===== src/rtl/data_memory_arbiter.sv =====
// Two-port arbiter in front of a single-port data memory.
// Each transaction runs IDLE -> ACCESS -> RESP, so one memory access completes every three cycles.
module data_memory_arbiter #(
  parameter int ADDR_WIDTH    = 32,
  parameter int DATA_WIDTH    = 32,
  parameter int PRIORITY_MODE = 0
) (
  input  logic                  CLK,
  input  logic                  RST,
  input  logic                  Req0,
  input  logic                  RW0,
  input  logic [ADDR_WIDTH-1:0] Addr0,
  input  logic [DATA_WIDTH-1:0] WData0,
  output logic                  Ack0,
  output logic [DATA_WIDTH-1:0] RData0,
  input  logic                  Req1,
  input  logic                  RW1,
  input  logic [ADDR_WIDTH-1:0] Addr1,
  input  logic [DATA_WIDTH-1:0] WData1,
  output logic                  Ack1,
  output logic [DATA_WIDTH-1:0] RData1,
  output logic                  MemRW,
  output logic [ADDR_WIDTH-1:0] MemAddr,
  output logic [DATA_WIDTH-1:0] MemDataIn,
  input  logic [DATA_WIDTH-1:0] MemDataOut,
  output logic                  Busy,
  output logic                  GrantId
);

  typedef enum logic [1:0] {IDLE, ACCESS, RESP} state_t;

  state_t                state_q, state_d;
  logic                  rw_q, rw_d;
  logic                  mem_rw_q, mem_rw_d;
  logic [ADDR_WIDTH-1:0] mem_addr_q, mem_addr_d;
  logic [DATA_WIDTH-1:0] mem_data_q, mem_data_d;
  logic                  grant_q, grant_d;
  logic                  last_grant_q, last_grant_d;
  logic                  ack0_q, ack0_d, ack1_q, ack1_d;
  logic [DATA_WIDTH-1:0] rdata0_q, rdata0_d, rdata1_q, rdata1_d;
  logic                  busy_q, busy_d;
  logic                  win;

  // Port 1 wins when it is the only requester, or on a tie in round-robin mode if port 0 was served last.
  always_comb begin
    win = Req1 && (!Req0 || (PRIORITY_MODE == 0 && !last_grant_q));
  end

  always_comb begin
    state_d      = state_q;
    rw_d         = rw_q;
    mem_rw_d     = 1'b0;
    mem_addr_d   = mem_addr_q;
    mem_data_d   = mem_data_q;
    grant_d      = grant_q;
    last_grant_d = last_grant_q;
    ack0_d       = 1'b0;
    ack1_d       = 1'b0;
    rdata0_d     = rdata0_q;
    rdata1_d     = rdata1_q;
    busy_d       = busy_q;
    case (state_q)
      IDLE: begin
        if (Req0 || Req1) begin
          grant_d    = win;
          rw_d       = win ? RW1 : RW0;
          mem_rw_d   = win ? RW1 : RW0;
          mem_addr_d = win ? Addr1 : Addr0;
          mem_data_d = win ? WData1 : WData0;
          busy_d     = 1'b1;
          state_d    = ACCESS;
        end
      end
      ACCESS: begin
        if (!rw_q) begin
          if (grant_q) rdata1_d = MemDataOut;
          else         rdata0_d = MemDataOut;
        end
        ack0_d  = !grant_q;
        ack1_d  = grant_q;
        state_d = RESP;
      end
      RESP: begin
        last_grant_d = grant_q;
        busy_d       = 1'b0;
        state_d      = IDLE;
      end
      default: begin
        busy_d  = 1'b0;
        state_d = IDLE;
      end
    endcase
  end

  // last_grant resets to 1 so that port 0 wins the first tie.
  always_ff @(posedge CLK or negedge RST) begin
    if (!RST) begin
      state_q      <= IDLE;
      rw_q         <= 1'b0;
      mem_rw_q     <= 1'b0;
      mem_addr_q   <= '0;
      mem_data_q   <= '0;
      grant_q      <= 1'b0;
      last_grant_q <= 1'b1;
      ack0_q       <= 1'b0;
      ack1_q       <= 1'b0;
      rdata0_q     <= '0;
      rdata1_q     <= '0;
      busy_q       <= 1'b0;
    end else begin
      state_q      <= state_d;
      rw_q         <= rw_d;
      mem_rw_q     <= mem_rw_d;
      mem_addr_q   <= mem_addr_d;
      mem_data_q   <= mem_data_d;
      grant_q      <= grant_d;
      last_grant_q <= last_grant_d;
      ack0_q       <= ack0_d;
      ack1_q       <= ack1_d;
      rdata0_q     <= rdata0_d;
      rdata1_q     <= rdata1_d;
      busy_q       <= busy_d;
    end
  end

  assign MemRW     = mem_rw_q;
  assign MemAddr   = mem_addr_q;
  assign MemDataIn = mem_data_q;
  assign Ack0      = ack0_q;
  assign Ack1      = ack1_q;
  assign RData0    = rdata0_q;
  assign RData1    = rdata1_q;
  assign Busy      = busy_q;
  assign GrantId   = grant_q;

endmodule

===== config.mk =====
export PLATFORM = sky130hd
export DESIGN_NAME = data_memory_arbiter
export DESIGN_NICKNAME = d
export VERILOG_FILES = /design/src/rtl/data_memory_arbiter.sv
export SDC_FILE = /design/constraint.sdc
export NUM_CORES = 1
export LEC_CHECK = 0
export BUFFER_PORTS_ARGS = -buffer_cell sky130_fd_sc_hd__buf_2
export CORE_ASPECT_RATIO = 0.6
export CORE_MARGIN = 2
export CORE_UTILIZATION = 46
export CTS_CLUSTER_DIAMETER = 80
export DETAILED_ROUTE_END_ITERATION = 7
export PLACE_DENSITY = 0.91
export SLEW_MARGIN = 0
export SYNTH_ARGS = -nofsm -noshare
export SYNTH_HDL_FRONTEND = slang
export SYNTH_SLANG_ARGS = --single-unit

===== constraint.sdc =====
create_clock -name CLK -period 2.2 [get_ports CLK]
set_input_delay 0.44 -clock CLK [delete_from_list [all_inputs] [get_ports CLK]]
set_output_delay 0.44 -clock CLK [all_outputs]
set_load 0.02 [all_outputs]

**Word-level counts from Yosys, hierarchy flattened**

Cells that the tools add are included.

- Mux-type cells: 11
- Bitwise operators: 3
- Reduce and logical (&&, ||, !) cells: 11
- Equal/unequal tests: 3

Operator list:

| cell | count |
|---|---|
| $mux 32 | 2 |
| $mux 1 | 6 |
| $reduce_and 3->1 | 2 |
| $pmux 2 s2 | 1 |
| $reduce_and 2->1 | 2 |
| $logic_not 1->1 | 3 |
| $not 1->1 | 3 |
| $eq 2x1->1 const B | 1 |
| $eq 2x2->1 const B | 1 |
| $logic_not 2->1 | 1 |
| $logic_or 1x1->1 | 2 |
| $mux 2 | 1 |
| $ne 2x2->1 const B | 1 |
| $pmux 1 s2 | 1 |
| $logic_and 1x1->1 | 1 |

- Register bits: 137
- Logic and storage cells: 40

**Depth between registers and ports, before layout**

Gate-level depths: netlist of the first run.

- Depth after elaboration: 6
- Gate-level depth with buffers: 5
- Gate-level depth less buffers: 3

**Worst setup path before layout of the first run**

OpenSTA, ideal clock, no wires.

- Kind: register to register
- From: register last_grant_q
- To: register mem_addr_q[21] (netlist: MemAddr[21])
- Period minus slack after synthesis: 1.615 ns
- Buffers on the path: 2
- Data arrival time: 1.490 ns
- Slack: 0.585 ns
- Cell stages (with the launch flop): 6
- Cell sequence: dfstp_2 -> a21bo_2 -> buf_6 -> buf_6 -> mux2_4 -> mux2_4

- Longest elaborated chain between the ends: 4

RTL lines:

| item | line | text |
|---|---|---|
| start, declared | 38 | `logic last_grant_q, last_grant_d;` |
| start signal, assigned | 117 | `last_grant_q <= last_grant_d;` |
| $logic_not 1->1 | 46 | `win = Req1 && (!Req0 \|\| (PRIORITY_MODE == 0 && !last_grant_q));` |
| $logic_or 1x1->1 | 46 |  |
| $logic_and 1x1->1 | 46 |  |
| $mux 32 | 68 | `mem_addr_d = win ? Addr1 : Addr0;` |
| end signal, assigned | 114 | `mem_addr_q <= mem_addr_d;` |
| end, declared | 35 | `logic [ADDR_WIDTH-1:0] mem_addr_q, mem_addr_d;` |

Every way passes these cells.
A chain may end at the register's enable or synchronous reset.

**Worst setup path after layout of the first run**

- From: register last_grant_q
- To: register mem_addr_q[10] (netlist: MemAddr[10])

Same word-level chain as after synthesis.

==> results.yml, run 1 <==
synthesis:
  synth_top_area_cell: "dfrtp_1"
  syn_inst: 368
  netlist_area_mm2: 0.00616
  synth_area_leaders: "dfrtp_1 (55%), mux2_2 (20%), mux2_4 (19%), buf_6 (0.91%), buf_2 (0.89%)"
  ys_warn_count: 0
  synth_most_common_cell: "dfrtp_1"
  synth_top_flop_cell: "dfrtp_1"
  synthArstFlopShare_pct: 100
  synth_nets: 534
  ys_seq_area_share_pct: 55.7
  synth.distinct_cells: 19
  yosys.area.top_type_share_pct: 55.2
  netlist_top_cells_count: "dfrtp_1 (136), mux2_2 (108), mux2_4 (80)"
  syn_avg_cell_area_um2: 16.7
  synth_edf_count: 0
  ys_ff_latch: 137
clocking:
  cts_buffers: 17
  cts_root_buffer: "clkbuf_16"
  clk_latency_ps: 400
  path_clk_slew_ps: 60
  cts.sinks: 137
  cts_tree: "done"
  htree_levels: 4
  clockBufferDepth: 2
global_routing:
  busiest_layer: "met2"
  gr-usage-all-layers_pct: 21.0
  gr-total-overflow: 0
  use_met2_pct: 38.7
  gr-usage-met3_pct: 5.61
  met1_usage_pct: 24.6
  grt_pass1_wl_mm: 23.9
  grt_max_degree: 57
  antenna_found_initial: 0
  grt_pass1_vias: 4729
worst_setup_path:
  end_kind: "flop"
  arrival_ps: 2060
  critPathMostFrequentCell: "mux2_2"
  slowest_stage: "dfstp_2"
  cp_cell_sequence: "a21bo_4 > buf_12 > mux2_2 > mux2_2"
  start_kind: "flop"
  crit_path_max_incr_delay_ps: 540
  criticalPathCategory: "flop to flop"
  critPathRequiredTime_ps: 2470
  crit_fanout: 30
power_and_ir_drop:
  p_seq_share_pct: 33.1
  intPower_mw: 8.70
  p_comb_share_pct: 45.0
  ir_drop_mv: 0.739
  pwr-share-clk_pct: 21.9
  leakagePower_nw: 4.38
  power.density_mw_per_mm2: 1600
  swShare_pct: 36.6
  power_switching_mw: 5.02
sta:
  setup_tns_ps: 0
  grt_setup_unrepaired: "false"
  whs_ps: 279
  relSlewSlack_pct: 64.5
  min_period_ps: 1790
  period_share_pct: 81.4
  setup_violations: 0
  timing.fmax_mhz: 558
  tightest_slew_ps: 532
  hold_viol_final: 0
  drv_slew: 0
  clock_skew_ps: 7.60
place:
  port_buffers: 298
  hpwl_mm: 11.2
  gp_congestion: 0.825
  dpl_cell_area_mm2: 0.00796
finish:
  fin_nets: 847
  syn_to_final_growth_pct: 39.5
  diodes: 0
  drive_above_1_share_pct: 77.5
  final_util_pct: 66.3
  fin_area_mm2: 0.00860
route:
  drt-wirelength-per-cell_um: 17.0
  routed-via-count: 4206
  drc: 0
  ant_nets: 0
  drt_pre_antenna_iters: 4
  vias_per_cell: 4.87
  wl_mm: 14.6
  dr.first_iter.drc_count: 116
floorplanning:
  rows: 32
  die_area_mm2: 0.0144
  core_area_mm2: 0.0130
  die_w_um: 153
  start_util_pct: 47.5
  die_h_um: 93.6
  io_pins: 299
hold_path:
  hold_class: "primary input to flop"
outcome:
  status: "completed"
flow_run:
  max-cap-violations: 0
[layer usage]
layer	wire length, um	vias to the layer above
met3	944	13
met2	7690	160
met5	0	-
met1	5890	2082
li1	-	1951
met4	130	0
[final timing paths]
path / startpoint / endpoint / slack [ps] / cells after the start
max in group asynchronous: RST / RData0[25]$_DFFE_PN0P_ / 870 / 3
max reg2reg: last_grant_q$_DFFE_PN1N_ / MemAddr[10]$_DFFE_PN0P_ / 410 / 4
min: MemDataOut[9] / RData1[9]$_DFFE_PN0P_ / 280 / 2
min in group asynchronous: RST / MemAddr[5]$_DFFE_PN0P_ / 590 / 2
min reg2reg: RData1[9]$_DFFE_PN0P_ / RData1[9]$_DFFE_PN0P_ / 480 / 1
max: last_grant_q$_DFFE_PN1N_ / MemAddr[10]$_DFFE_PN0P_ / 410 / 4
[cell families after synthesis]
family / Yosys count / synth area share (%)
mux: 194 / 40.3
flops: 137 / 55.7
buf+inv: 24 / 2.54
simple gates: 8 / 0.873
compound gates: 5 / 0.630
[power by group through the flow]
| stage | clock [mW] | sequential (mW) | combinational [mW] |
|---|---|---|---|
| 2_1_floorplan | 0 | 6.03 | 2.57 |
| 3_3_place_gp | 0 | 4.46 | 6.04 |
| 3_5_place_dp | 0 | 4.57 | 6.23 |
| 4_1_cts | 3.09 | 4.54 | 6.24 |
| 5_1_grt | 3.23 | 4.71 | 6.54 |
| 6_report | 3.01 | 4.54 | 6.17 |
[state kept, by name (all words and copies together) (netlist names)]
signal and flops:
MemAddr 32, MemDataIn 32, RData0 32, RData1 32, state_q 2, Ack0 1
Ack1 1, Busy 1, GrantId 1, MemRW 1, last_grant_q 1, rw_q 1
[area by class of cell]
class | instances | area [um2]
clock buffers | 18 | 439
clock inverters | 13 | 193
fillers | 952 | 4380
inverters | 4 | 15.0
multi-input cells | 207 | 2600
flip-flops and latches | 137 | 3430
well taps | 170 | 213
repair buffers | 314 | 1710
[cell usage in the layout (no fill, tap or decap)]
cell,n
buf_2,297
dfrtp_1,136
mux2_2,108
mux2_4,80
clkbuf_16,17
buf_4,8
buf_12,7
inv_1,4
mux2_1,4
bufinv_16,4
clkinv_4,4
nor2_1,3
nor3_4,3
mux2i_1,2
inv_6,2
clkinvlp_4,2
nand2b_1,1
a21bo_4,1
nor2b_1,1
o32ai_1,1
o21ai_0,1
o31ai_1,1
a21o_1,1
clkinv_2,1
clkbuf_8,1
dlygate4sd3_1,1
buf_6,1
dfstp_2,1
[what timing repair did]
action	4_1_cts	5_1_grt
resized for setup	0	0
hold buffers	1	0
setup buffers	0	0
endpoints found under the hold margin	4	0
[critical path, delay by kind of cell, from the launching register on]
family	cells	cell delay, ps
muxes	2	630
AOI/OAI and AO/OA	1	230
DFF	1	540
buffers and inverters	1	260
[metrics by stage]
| stage | setup slack [ps] | instances | power, mW |
|---|---|---|---|
| final | 408 | 863 | 13.7 |
| after global routing | 342 | 863 | 14.5 |
| after CTS | 397 | 863 | 13.9 |
| after detailed placement | 337 | 831 | 10.8 |
| after global placement | 401 | 831 | 10.5 |
| after floorplan | 585 | 368 | 8.60 |
(Power assumes the default switching activity.)
==> run 2, diff against run 1 <==
--- a/config.mk
+++ b/config.mk
@@ -5,13 +5,14 @@
 export SDC_FILE = /design/constraint.sdc
 export NUM_CORES = 1
 export LEC_CHECK = 0
+export ABC_AREA = 1
 export BUFFER_PORTS_ARGS = -buffer_cell sky130_fd_sc_hd__buf_2
 export CORE_ASPECT_RATIO = 0.6
 export CORE_MARGIN = 2
-export CORE_UTILIZATION = 46
+export CORE_UTILIZATION = 47
 export CTS_CLUSTER_DIAMETER = 80
 export DETAILED_ROUTE_END_ITERATION = 7
-export PLACE_DENSITY = 0.91
+export PLACE_DENSITY = 0.92
 export SLEW_MARGIN = 0
 export SYNTH_ARGS = -nofsm -noshare
 export SYNTH_HDL_FRONTEND = slang
==> constraint.sdc (replaced) <==
create_clock -name CLK -period 1.76 [get_ports CLK]
set_input_delay 0.352 -clock CLK [delete_from_list [all_inputs] [get_ports CLK]]
set_output_delay 0.352 -clock CLK [all_outputs]
set_load 0.02 [all_outputs]
==> run 2 against run 1 <==
  * Via count grew 47%
  * Non-clock buffer count stayed put
  * Critical path depth is 2 higher
  * Worst hold slack worse by 62 ps
  * Clock skew grew 3.3 ps
  * Die area rose by 0.63%
  * Utilization increased by 0.77 points
  * Critical path type unchanged
  * Largest cell class unchanged
  * Largest power group unchanged
==> results.yml, run 2 <==
outcome:
  status: "completed"
synthesis:
  syn_inst: 825
  ys_seq_area_share_pct: 54.1
  synth_most_common_cell: "nand2_1"
  syn_avg_cell_area_um2: 7.68
  ys_warn_count: 0
  synth_edf_count: 0
  synth_top_flop_cell: "dfrtp_1"
  synth_area_leaders: "dfrtp_1 (54%), nand2_1 (16%), nand3_1 (10%), inv_1 (9.9%), o21ai_0 (5.1%)"
  synth.distinct_cells: 15
  netlist_area_mm2: 0.00634
  yosys.area.top_type_share_pct: 53.7
  synth_top_area_cell: "dfrtp_1"
  synth_nets: 991
  synthArstFlopShare_pct: 100
  ys_ff_latch: 137
  netlist_top_cells_count: "nand2_1 (267), inv_1 (167), dfrtp_1 (136)"
clocking:
  cts_root_buffer: "clkbuf_16"
  clockBufferDepth: 2
  path_clk_slew_ps: 60
  cts_tree: "done"
  ctsResizeCount: 0
  htree_levels: 4
  cts.sinks: 137
  clk_latency_ps: 400
  cts_buffers: 17
global_routing:
  grt_pass1_wl_mm: 28.6
  busiest_layer: "met2"
  use_met2_pct: 42.4
  gr-total-overflow: 0
  antenna_found_initial: 1
  gr-usage-met3_pct: 5.77
  grt_pass1_vias: 6005
  grt_max_degree: 65
  met1_usage_pct: 32.3
  gr-usage-all-layers_pct: 25.0
place:
  dpl_cell_area_mm2: 0.00808
  port_buffers: 298
  dpl_worst_slack_ps: 221
  hpwl_mm: 13.1
  gp_congestion: 0.851
hold_path:
  hold_depth: 3
  hold_class: "primary input to flop"
sta:
  setup_violations: 0
  drv_slew: 0
  whs_ps: 216
  min_period_ps: 1450
  timing.fmax_mhz: 688
  final.setup.worst_slack_ps: 307
  setup_tns_ps: 0
  relSlewSlack_pct: 73.2
  grt_setup_unrepaired: "false"
  period_share_pct: 82.5
  tightest_slew_ps: 401
  hold_viol_final: 0
  clock_skew_ps: 10.9
worst_setup_path:
  critPathMostFrequentCell: "nand2_1"
  arrival_ps: 1790
  cp_cell_sequence: "inv_1 > nand2_1 > nor2_4 > buf_12 > nand3_1 > nand2_1"
  ff2ff_setup_slack_ps: 310
  reg2reg_depth: 6
  crit_fanout: 33
  slowest_stage: "dfrtp_1"
  path_depth: 6
  cp.buffers_inverters: 2
  start_kind: "flop"
  crit_path_max_incr_delay_ps: 430
  end_kind: "flop"
  critPathRequiredTime_ps: 2100
  critPathTopFamily: "simple AND/OR/NAND/NOR gates"
  criticalPathCategory: "flop to flop"
floorplanning:
  start_util_pct: 48.7
  rows: 32
  core_area_mm2: 0.0130
  io_pins: 299
  die_w_um: 154
  die_h_um: 93.9
  die_area_mm2: 0.0145
route:
  vias_per_cell: 4.77
  drt-wirelength-per-cell_um: 13.8
  wl_mm: 17.9
  drc: 0
  ant_nets: 0
  routed-via-count: 6177
  drt_pre_antenna_iters: 5
  dr.first_iter.drc_count: 461
power_and_ir_drop:
  ir_drop_mv: 0.962
  leakagePower_nw: 5.36
  power.density_mw_per_mm2: 1910
finish:
  drive_above_1_share_pct: 31.2
  final_common_cell: "buf_2"
  final_cell_mix: "buf_2 (297), nand2_1 (265), inv_1 (167)"
  fin_nets: 1277
  fin_area_mm2: 0.00872
  syn_to_final_growth_pct: 37.7
flow_run:
  max-cap-violations: 0
==> run 2: changes by cell type in the layout (fill, tap and decap cells not counted), sizes merged, moves of 2 or more <==
cell / delta
inv: +162
nand3: +130
o21ai: +66
mux2: -192
nand2: +269
nor2: +5
mux2i: -2
nor3: -3
==> run 2: layout make-up <==
cell class              count  area, um2
diodes                      1       2.50
clock buffers              19        433
clock inverters            12        199
fillers                  1116       4290
inverters                 167        627
multi-input cells         474       2060
flip-flops and latches    137       3430
well taps                 170        213
repair buffers            314       1760
==> run 2: worst paths after layout <==
check,start,end
min reg2reg,MemAddr[18]$_DFFE_PN0P_,MemAddr[18]$_DFFE_PN0P_
max in group asynchronous,RST,last_grant_q$_DFFE_PN1N_
max,state_q[1]$_DFFE_PN0P_,MemAddr[21]$_DFFE_PN0P_
min,MemDataOut[23],RData0[23]$_DFFE_PN0P_
min in group asynchronous,RST,RData0[16]$_DFFE_PN0P_
max reg2reg,state_q[1]$_DFFE_PN0P_,MemAddr[21]$_DFFE_PN0P_
==> run 2: power breakdown <==
part / switching [mW] / internal, mW / total, mW
clock: 1.31 / 2.51 / 3.82
sequential: 0.892 / 4.75 / 5.64
combinational: 4.78 / 2.41 / 7.19
total: 6.98 / 9.67 / 16.6
==> run 2: what timing repair did <==
item,in CTS,in global routing
hold endpoints to repair,24,0
setup buffers,0,0
hold buffers,1,0
==> run 2: metal layers <==
layer / up-vias / routed length (um)
met5: - / 0
met4: 0 / 218
met3: 17 / 1300
met2: 268 / 8690
met1: 2838 / 7720
li1: 3054 / -
==> run 2: stage by stage <==
step,utilization [%],power (mW),std cells
6_report,67.0,16.6,1294
5_1_grt,67.0,17.7,1293
4_1_cts,67.0,16.8,1293
3_5_place_dp,62.1,12.9,1261
3_3_place_gp,62.1,12.6,1261
2_1_floorplan,-,10.0,825
==> run 2: cell families after synthesis <==
family | count (synthesis) | share of synthesized area, %
compound gates | 67 | 5.35
simple gates | 407 | 26.9
buf+inv | 214 | 13.6
flops | 137 | 54.1
==> run 2: worst register-to-register path: cells and delay by family, from the launching register on <==
kind	cells	cell delay (ps)
and+or+nand+nor	4	630
buffers and inverters	2	350
DFF	1	430
